File: config.mk
export PLATFORM = sky130hd
export DESIGN_NAME = rf_write_arbiter_flat
export DESIGN_NICKNAME = d
export VERILOG_FILES = /design/src/rtl/rf_write_arbiter_if.sv /design/src/rtl/rf_write_arbiter.sv /design/src/flat_wrapper.sv
export SDC_FILE = /design/constraint.sdc
export NUM_CORES = 1
export LEC_CHECK = 0
export BUFFER_PORTS_ARGS = -buffer_cell sky130_fd_sc_hd__buf_4
export CAP_MARGIN = 20
export CORE_ASPECT_RATIO = 1.1
export CORE_MARGIN = 1
export CORE_UTILIZATION = 45
export CTS_BUF_LIST = sky130_fd_sc_hd__clkbuf_4 sky130_fd_sc_hd__clkbuf_8 sky130_fd_sc_hd__clkbuf_16
export DETAILED_ROUTE_END_ITERATION = 16
export GPL_ROUTABILITY_DRIVEN = 1
export HOLD_SLACK_MARGIN = 0.05
export MAX_ROUTING_LAYER = met4
export PLACE_DENSITY_LB_ADDON = 0.05
export SYNTH_ARGS = -nofsm -noshare
export SYNTH_HDL_FRONTEND = slang
export SYNTH_SLANG_ARGS = --single-unit
File: constraint.sdc
create_clock -name clk -period 2.3 [get_ports clk]
set_clock_uncertainty 0.15 [all_clocks]
set_input_delay 0.23 -clock clk [delete_from_list [all_inputs] [get_ports clk]]
set_output_delay 0.23 -clock clk [all_outputs]
set_load 0.01 [all_outputs]
File: src/rtl/rf_write_arbiter_if.sv
// Write-back requester channel: valid/ready handshake carrying rd and data.
interface rf_write_arbiter_if #(
  parameter int DATA_W = 32,
  parameter int ADDR_W = 5
);
  logic              valid;
  logic              ready;
  logic [ADDR_W-1:0] rd;
  logic [DATA_W-1:0] data;

  modport master (
    output valid,
    output rd,
    output data,
    input  ready
  );

  modport slave (
    input  valid,
    input  rd,
    input  data,
    output ready
  );
endinterface

File: src/rtl/rf_write_arbiter.sv
// Two-slot write-back arbiter for the register file's single write port.
// Round-robin grant with an age override when both slots target one rd.
module rf_write_arbiter #(
  parameter int DATA_W = 32,
  parameter int ADDR_W = 5
) (
  input  logic              clk,
  input  logic              reset,
  rf_write_arbiter_if.slave a,
  rf_write_arbiter_if.slave b,
  output logic              rf_le,
  output logic [ADDR_W-1:0] rf_rw,
  output logic [DATA_W-1:0] rf_pw,
  input  logic [ADDR_W-1:0] chk_ra,
  input  logic [ADDR_W-1:0] chk_rb,
  input  logic [ADDR_W-1:0] chk_rd,
  output logic              hazard,
  output logic              busy
);

  logic              av, bv;
  logic [ADDR_W-1:0] ard, brd;
  logic [DATA_W-1:0] adat, bdat;
  logic              a_old;
  logic              last_b;

  logic ga, gb;
  logic ld_a, ld_b;
  logic a_stay, b_stay;

  // Equal rd means write order matters, so age beats the pointer.
  always_comb begin
    ga = 1'b0;
    gb = 1'b0;
    if (av && bv) begin
      if (ard == brd) begin
        ga = a_old;
        gb = !a_old;
      end else begin
        ga = last_b;
        gb = !last_b;
      end
    end else begin
      ga = av;
      gb = bv;
    end
  end

  assign a.ready = !av || ga;
  assign b.ready = !bv || gb;

  // r0 handshakes complete but are dropped.
  assign ld_a = a.valid && a.ready && (a.rd != '0);
  assign ld_b = b.valid && b.ready && (b.rd != '0);

  assign a_stay = av && !ga;
  assign b_stay = bv && !gb;

  always_ff @(posedge clk or posedge reset) begin
    if (reset) begin
      av     <= 1'b0;
      bv     <= 1'b0;
      ard    <= '0;
      brd    <= '0;
      adat   <= '0;
      bdat   <= '0;
      a_old  <= 1'b0;
      last_b <= 1'b1;
    end else begin
      av <= ld_a || a_stay;
      bv <= ld_b || b_stay;
      if (ld_a) begin
        ard  <= a.rd;
        adat <= a.data;
      end
      if (ld_b) begin
        brd  <= b.rd;
        bdat <= b.data;
      end
      if (ld_a && ld_b) begin
        a_old <= 1'b1;
      end else if (ld_a && b_stay) begin
        a_old <= 1'b0;
      end else if (ld_b && a_stay) begin
        a_old <= 1'b1;
      end
      if (ga) begin
        last_b <= 1'b0;
      end else if (gb) begin
        last_b <= 1'b1;
      end
    end
  end

  assign rf_le = ga || gb;

  always_comb begin
    rf_rw = '0;
    rf_pw = '0;
    if (ga) begin
      rf_rw = ard;
      rf_pw = adat;
    end else if (gb) begin
      rf_rw = brd;
      rf_pw = bdat;
    end
  end

  function automatic logic hit(input logic [ADDR_W-1:0] r);
    return (r != '0) &&
           (r == chk_ra || r == chk_rb || r == chk_rd);
  endfunction

  assign hazard = (av && hit(ard)) || (bv && hit(brd));
  assign busy   = av || bv;

endmodule

File: src/flat_wrapper.sv
// flat-port wrapper written by rule: the top's interface ports become plain ports
module rf_write_arbiter_flat 
#(
  parameter int DATA_W = 32,
  parameter int ADDR_W = 5
)
  (clk, reset, rf_le, rf_rw, rf_pw, chk_ra, chk_rb, chk_rd, hazard, busy, a_valid, a_rd, a_data, a_ready, b_valid, b_rd, b_data, b_ready);
  rf_write_arbiter_if #(.DATA_W(DATA_W), .ADDR_W(ADDR_W)) a_i ();
  rf_write_arbiter_if #(.DATA_W(DATA_W), .ADDR_W(ADDR_W)) b_i ();
  input  logic clk;
  input  logic reset;
  output logic rf_le;
  output logic [ADDR_W-1:0] rf_rw;
  output logic [DATA_W-1:0] rf_pw;
  input  logic [ADDR_W-1:0] chk_ra;
  input  logic [ADDR_W-1:0] chk_rb;
  input  logic [ADDR_W-1:0] chk_rd;
  output logic hazard;
  output logic busy;
  input wire logic [$bits(a_i.valid)-1:0] a_valid;
  input wire logic [$bits(a_i.rd)-1:0] a_rd;
  input wire logic [$bits(a_i.data)-1:0] a_data;
  output wire logic [$bits(a_i.ready)-1:0] a_ready;
  input wire logic [$bits(b_i.valid)-1:0] b_valid;
  input wire logic [$bits(b_i.rd)-1:0] b_rd;
  input wire logic [$bits(b_i.data)-1:0] b_data;
  output wire logic [$bits(b_i.ready)-1:0] b_ready;
  assign a_i.valid = a_valid;
  assign a_i.rd = a_rd;
  assign a_i.data = a_data;
  assign a_ready = a_i.ready;
  assign b_i.valid = b_valid;
  assign b_i.rd = b_rd;
  assign b_i.data = b_data;
  assign b_ready = b_i.ready;
  rf_write_arbiter #(.DATA_W(DATA_W), .ADDR_W(ADDR_W)) u_core (.clk(clk), .reset(reset), .a(a_i), .b(b_i), .rf_le(rf_le), .rf_rw(rf_rw), .rf_pw(rf_pw), .chk_ra(chk_ra), .chk_rb(chk_rb), .chk_rd(chk_rd), .hazard(hazard), .busy(busy));
endmodule
Yosys cells after proc, flatten, opt, wreduce, memory -nomap -nowiden
Index checks and enable logic that the tools add are counted.

Register bits: 78. Bits in latches: 0. Bits in writable memories: 0. ROM bits: 0. Input port bits: 93. Output and inout bits: 42. Word-level logic and storage cells: 65. Memories: 0.

Add/sub/neg operators: 0. $mul: 0. Div/mod/pow operators: 0. Magnitude comparators: 0. Equal/unequal tests: 7. Shift-type cells: 0. Mux-type cells: 13. Bitwise gates (word level): 0. Reductions and logical operators: 37.

Operators by type and width (count): $mux 32 (2); $eq 5x5->1 (7); $reduce_bool 5->1 (4); $logic_and 1x1->1 (14); $logic_or 1x1->1 (11); $mux 5 (2); $mux 1 (9); $logic_not 1->1 (6); $reduce_bool 3->1 (1); $reduce_bool 2->1 (1).

Longest topological paths before layout
Word-level depth: 10. Mapped depth: 8. Depth with buffers taken out: 5.

Least setup slack after synthesis
No wires, ideal clock.

Path kind: register -> output. From: register u_core.ard[2]. To: output rf_pw[10]. Data arrival time: 1.825 ns. Required time: 1.920 ns. Slack: 0.095 ns. Stages on the path, launching flop included: 9. Path buffers: 3. Path through: dfrtp_1 > buf_2 > xor2_1 > or2_4 > o211ai_1 > and3_1 > clkbuf_2 > buf_2 > a22o_1.

Cells in the longest elaborated chain, start to end: 5. Elaborated cells between the ends (all ways): 7. Classes of those cells: eq/ne (1); mux (6).

RTL lines: from (decl) (RTL line rf_write_arbiter.sv:22) `logic [ADDR_W-1:0] ard, brd;`; from (signal assigned) (RTL line rf_write_arbiter.sv:73) `ard <= a.rd;`; $eq 5x5->1 (*) (RTL line rf_write_arbiter.sv:36) `if (ard == brd) begin`; $mux 1 (RTL line rf_write_arbiter.sv:36); $mux 1 (RTL line rf_write_arbiter.sv:35) `if (av && bv) begin`; $mux 32 (RTL line rf_write_arbiter.sv:103) `end else if (gb) begin`; $mux 32 (*) (RTL line rf_write_arbiter.sv:100) `if (ga) begin`; to (decl) (RTL line flat_wrapper.sv:14) `output logic [DATA_W-1:0] rf_pw;`.

Every way passes the cells marked *; elsewhere a longest branch is shown, timed or not.

Worst setup path in the final report
From: register u_core.ard[0]. To: output rf_pw[6].

Same word-level chain as after synthesis.

==> flow_metrics.tcl <==
set metrics [dict create \
    yosys_register_bits 78 \
    cts_max_level 3 \
    final.min_clock_period_ns 2.53 \
    detailed_place_hpwl_mm 7.04 \
    rr_worst_depth 6 \
    ant_nets 0 \
    synthesized_area_fraction_occupied_by_ao_oa_aoi_and_oai_cells_pct 11.3 \
    grt_remaining_overflow 0 \
    fraction_of_layout_cells_with_a_size_suffix_above_1_pct 50.8 \
    ir_worst_vdd_mv 0.627 \
    cts_tree "yes" \
    critPathMaxFanout 30 \
    combinational_family_with_the_most_area_after_synthesis "multiplexers" \
    synth_mux_area_share_pct 20.9 \
    yosysWarningCount 0 \
    outcome "finished with violations" \
    worst_slew_margin_rel_pct 69.7 \
    synth_simple_gate_area_share_pct 6.06 \
    worst_hold_path_type "in -> reg" \
    max_cap_viol_count 0 \
    buffers_on_ports 134 \
    placedInstanceArea_um2 5180 \
    cts-root-buf "clkbuf_8" \
    area_growth_pct 60.7 \
    clock_insertion_delay_worst_skew_ns 0.35 \
    cp.arrival_ns 2.15 \
    route.vias.total 3301 \
    place_inst 549 \
    startpoint_of_the_worst_register_to_register_path "u_core.ard[0]" \
    crit_path_start_kind "register" \
    hold_path_depth 4 \
    vias_per_cell 5.13 \
    clk_path_buf_depth 2 \
    synthDominantAreaCellType "dfrtp_1" \
    cts.clk_slew.worst_paths_ns 0.08 \
    yosys.area_share.adder_pct 0 \
    timing.final.crit_share_pct 110 \
    timing_worst_setup_path_type "reg -> out" \
    violations_in_the_final_reports "setup timing" \
    gr-usage-all-layers_pct 25.5 \
    n_antenna_cell 0 \
    hold-path-endpoint "u_core.bv" \
    tritoncts.num_buffers 9 \
    fp.dieW_um 91.0 \
    die_h_um 100 \
    layout.core_utilization_pct 75.0 \
    crit_required_ns 1.92 \
    dr.pass1.iters 4 \
    floorplan.die_area_um2 9100 \
    power-per-cell-area_nw_per_um2 1170 \
    detail_route.wl_per_cell_um 17.2 \
    clock_sink_count 78 \
    wl_mm 11.1 \
    layout.nets 621 \
    critical_path.endpoint_type "primary output" \
    finalPower_mw 7.39 \
    grt_antenna_before_repair 0 \
    synth-seq-area-share_pct 49.8 \
    place_congestion 0.870 \
    timing_hold_violations_final 0 \
    grt_max_degree 60 \
    residual_drc 0 \
    floorplan.initialDensity_pct 46.7 \
    yosys.area.top_type_share_pct 49.1 \
    setup_viol 37 \
    reg2reg_to "u_core.adat[0]" \
    regToRegSetupSlack_ns 0.13 \
    finalWorstSetupSlack_ns -0.233 \
    ioPinCount 135 \
    core_area_um2 8410 \
    cell_count_after_synthesis 306 \
    worstMarginPinSlew_ns 0.454 \
    synth-xor-area-share_pct 7.81 \
    initialDrtViolationCount 114 \
    final-max-slew-violation-count 0 \
    post_synth_num_cell_types 39 \
    total_leakage_power_nw 2.84 \
    core.rowCount 35 \
    worst_hold_startpoint "b_rd[0]" \
    max_clock_freq_mhz 395 \
    synth.net_count 399 \
    synth.avg_cell_area_um2 12.8 \
    finalNonFillerCells 643 \
    final_cell_area_um2 6310 \
    grt_first_pass_wirelength_mm 17.4 \
    setup_repair_after_global_routing_missed_its_margin "true" \
    first_global_vias 3505 \
    post_synth_main_area_contributors "dfrtp_1, mux2_2, a22o_1" \
    syn_area_um2 3930 \
]
## metrics by stage
| step | setup slack (ns) | TNS, ns | hold slack, ns |
|---|---|---|---|
| floorplan | 0.0949 | 0 | 0.215 |
| global placement | 0.0859 | 0 | 0.121 |
| detailed placement | 0.0798 | 0 | 0.128 |
| CTS | -0.240 | -7.59 | 0.153 |
| global route | -0.329 | -11.37 | 0.105 |
| finish | -0.233 | -7.58 | 0.0949 |
## flip-flops by register name (all words and copies together), names as in the netlist
signal and cells:
u_core.bv 1, u_core.av 1, u_core.last_b 1, u_core.bdat 32
u_core.a_old 1, u_core.ard 5, u_core.brd 5, u_core.adat 32
## routing by layer
metal / share of wire, % / vias to the layer above / wire length (um) / track usage [%]
met5: 0 / - / 0 / -
met2: 52 / 102 / 5740 / 44.8
met3: 4.2 / 16 / 466 / 5.00
met4: 1.8 / 0 / 199 / 7.45
li1: - / 1552 / - / -
met1: 42 / 1631 / 4670 / 29.8
## critical path: stages, from the launching register on
cell     delay (ns)
dfrtp_1        0.42
xnor2_2        0.20
and3_4         0.24
nand3_1        0.15
a31oi_4        0.24
buf_12         0.21
a22o_1         0.18
buf_4          0.12
## layout by cell type, fill, tap and decap left out, drive strengths merged, types with 9 or more instances in the layout
master	Yosys	routed
xnor2	21	21
nor3	10	10
dlygate4sd3	0	77
dfrtp	77	77
clkbuf	2	10
buf	23	158
nand3	9	9
mux2	72	72
a22o	37	37
xor2	14	14
## worst max-delay path by stage
stage | from | endpoint | slack, ns | depth (start not counted)
2_1_floorplan | u_core.ard[2] | rf_pw[10] | 0.09 | 8
3_3_place_gp | u_core.ard[2] | rf_pw[9] | 0.09 | 7
3_5_place_dp | b_rd[0] | u_core.bdat[17] | 0.08 | 7
4_1_cts | u_core.ard[2] | rf_pw[9] | -0.24 | 7
5_1_grt | u_core.ard[2] | rf_pw[15] | -0.33 | 7
6_report | u_core.ard[0] | rf_pw[6] | -0.23 | 7
## cell type report
| type | instances | area, um^2 |
|---|---|---|
| Clock buffer | 9 | 124 |
| Clock inverter | 6 | 111 |
| Fill cell | 572 | 2100 |
| Inverter | 3 | 15.0 |
| Multi-Input combinational cell | 200 | 1910 |
| Sequential cell | 78 | 1950 |
| Tap cell | 111 | 139 |
| Timing Repair Buffer | 236 | 2060 |
## cells in the mapped netlist
master / number
dfrtp_1: 77
mux2_2: 71
a22o_1: 37
xnor2_1: 21
buf_2: 16
xor2_1: 14
nand3_1: 9
nor3_1: 9
nand2_1: 5
buf_4: 4
or4_1: 4
and3_1: 3
buf_6: 3
inv_1: 3
o21ai_0: 3
a21o_1: 2
nor2_1: 2
o21ai_1: 2
a211oi_2: 1
a21oi_1: 1
a31oi_1: 1
a31oi_2: 1
a32o_1: 1
and3_2: 1
clkbuf_1: 1
clkbuf_2: 1
dfstp_2: 1
mux2_1: 1
mux2i_1: 1
nand2_2: 1
nand4_1: 1
nor3_4: 1
nor4_4: 1
o211ai_1: 1
o21ba_2: 1
o22ai_1: 1
o32ai_1: 1
or2_2: 1
or2_4: 1
## power by group
part           internal (mW)  total (mW)  switching [mW]
clock network          0.715        1.23           0.519
registers               1.93        2.30           0.366
logic                   2.17        3.86            1.69
## cell families after synthesis
family                 after synthesis
AO/OA/AOI/OAI                       53
multiplexers                        73
buffers and inverters               28
flip-flops                          78
XOR/XNOR                            35
AND/OR/NAND/NOR                     39
## what timing repair did
| action | 4_1_cts | 5_1_grt |
|---|---|---|
| cloned | 0 | 1 |
| setup endpoints to repair | 38 | 75 |
| hold buffers | 77 | 0 |
| hold endpoints to repair | 93 | 0 |
| gates resized for setup | 9 | 10 |
| pin swaps | 0 | 2 |
| setup buffers | 1 | 0 |
Note: power is estimated with default switching activity, not from simulation.
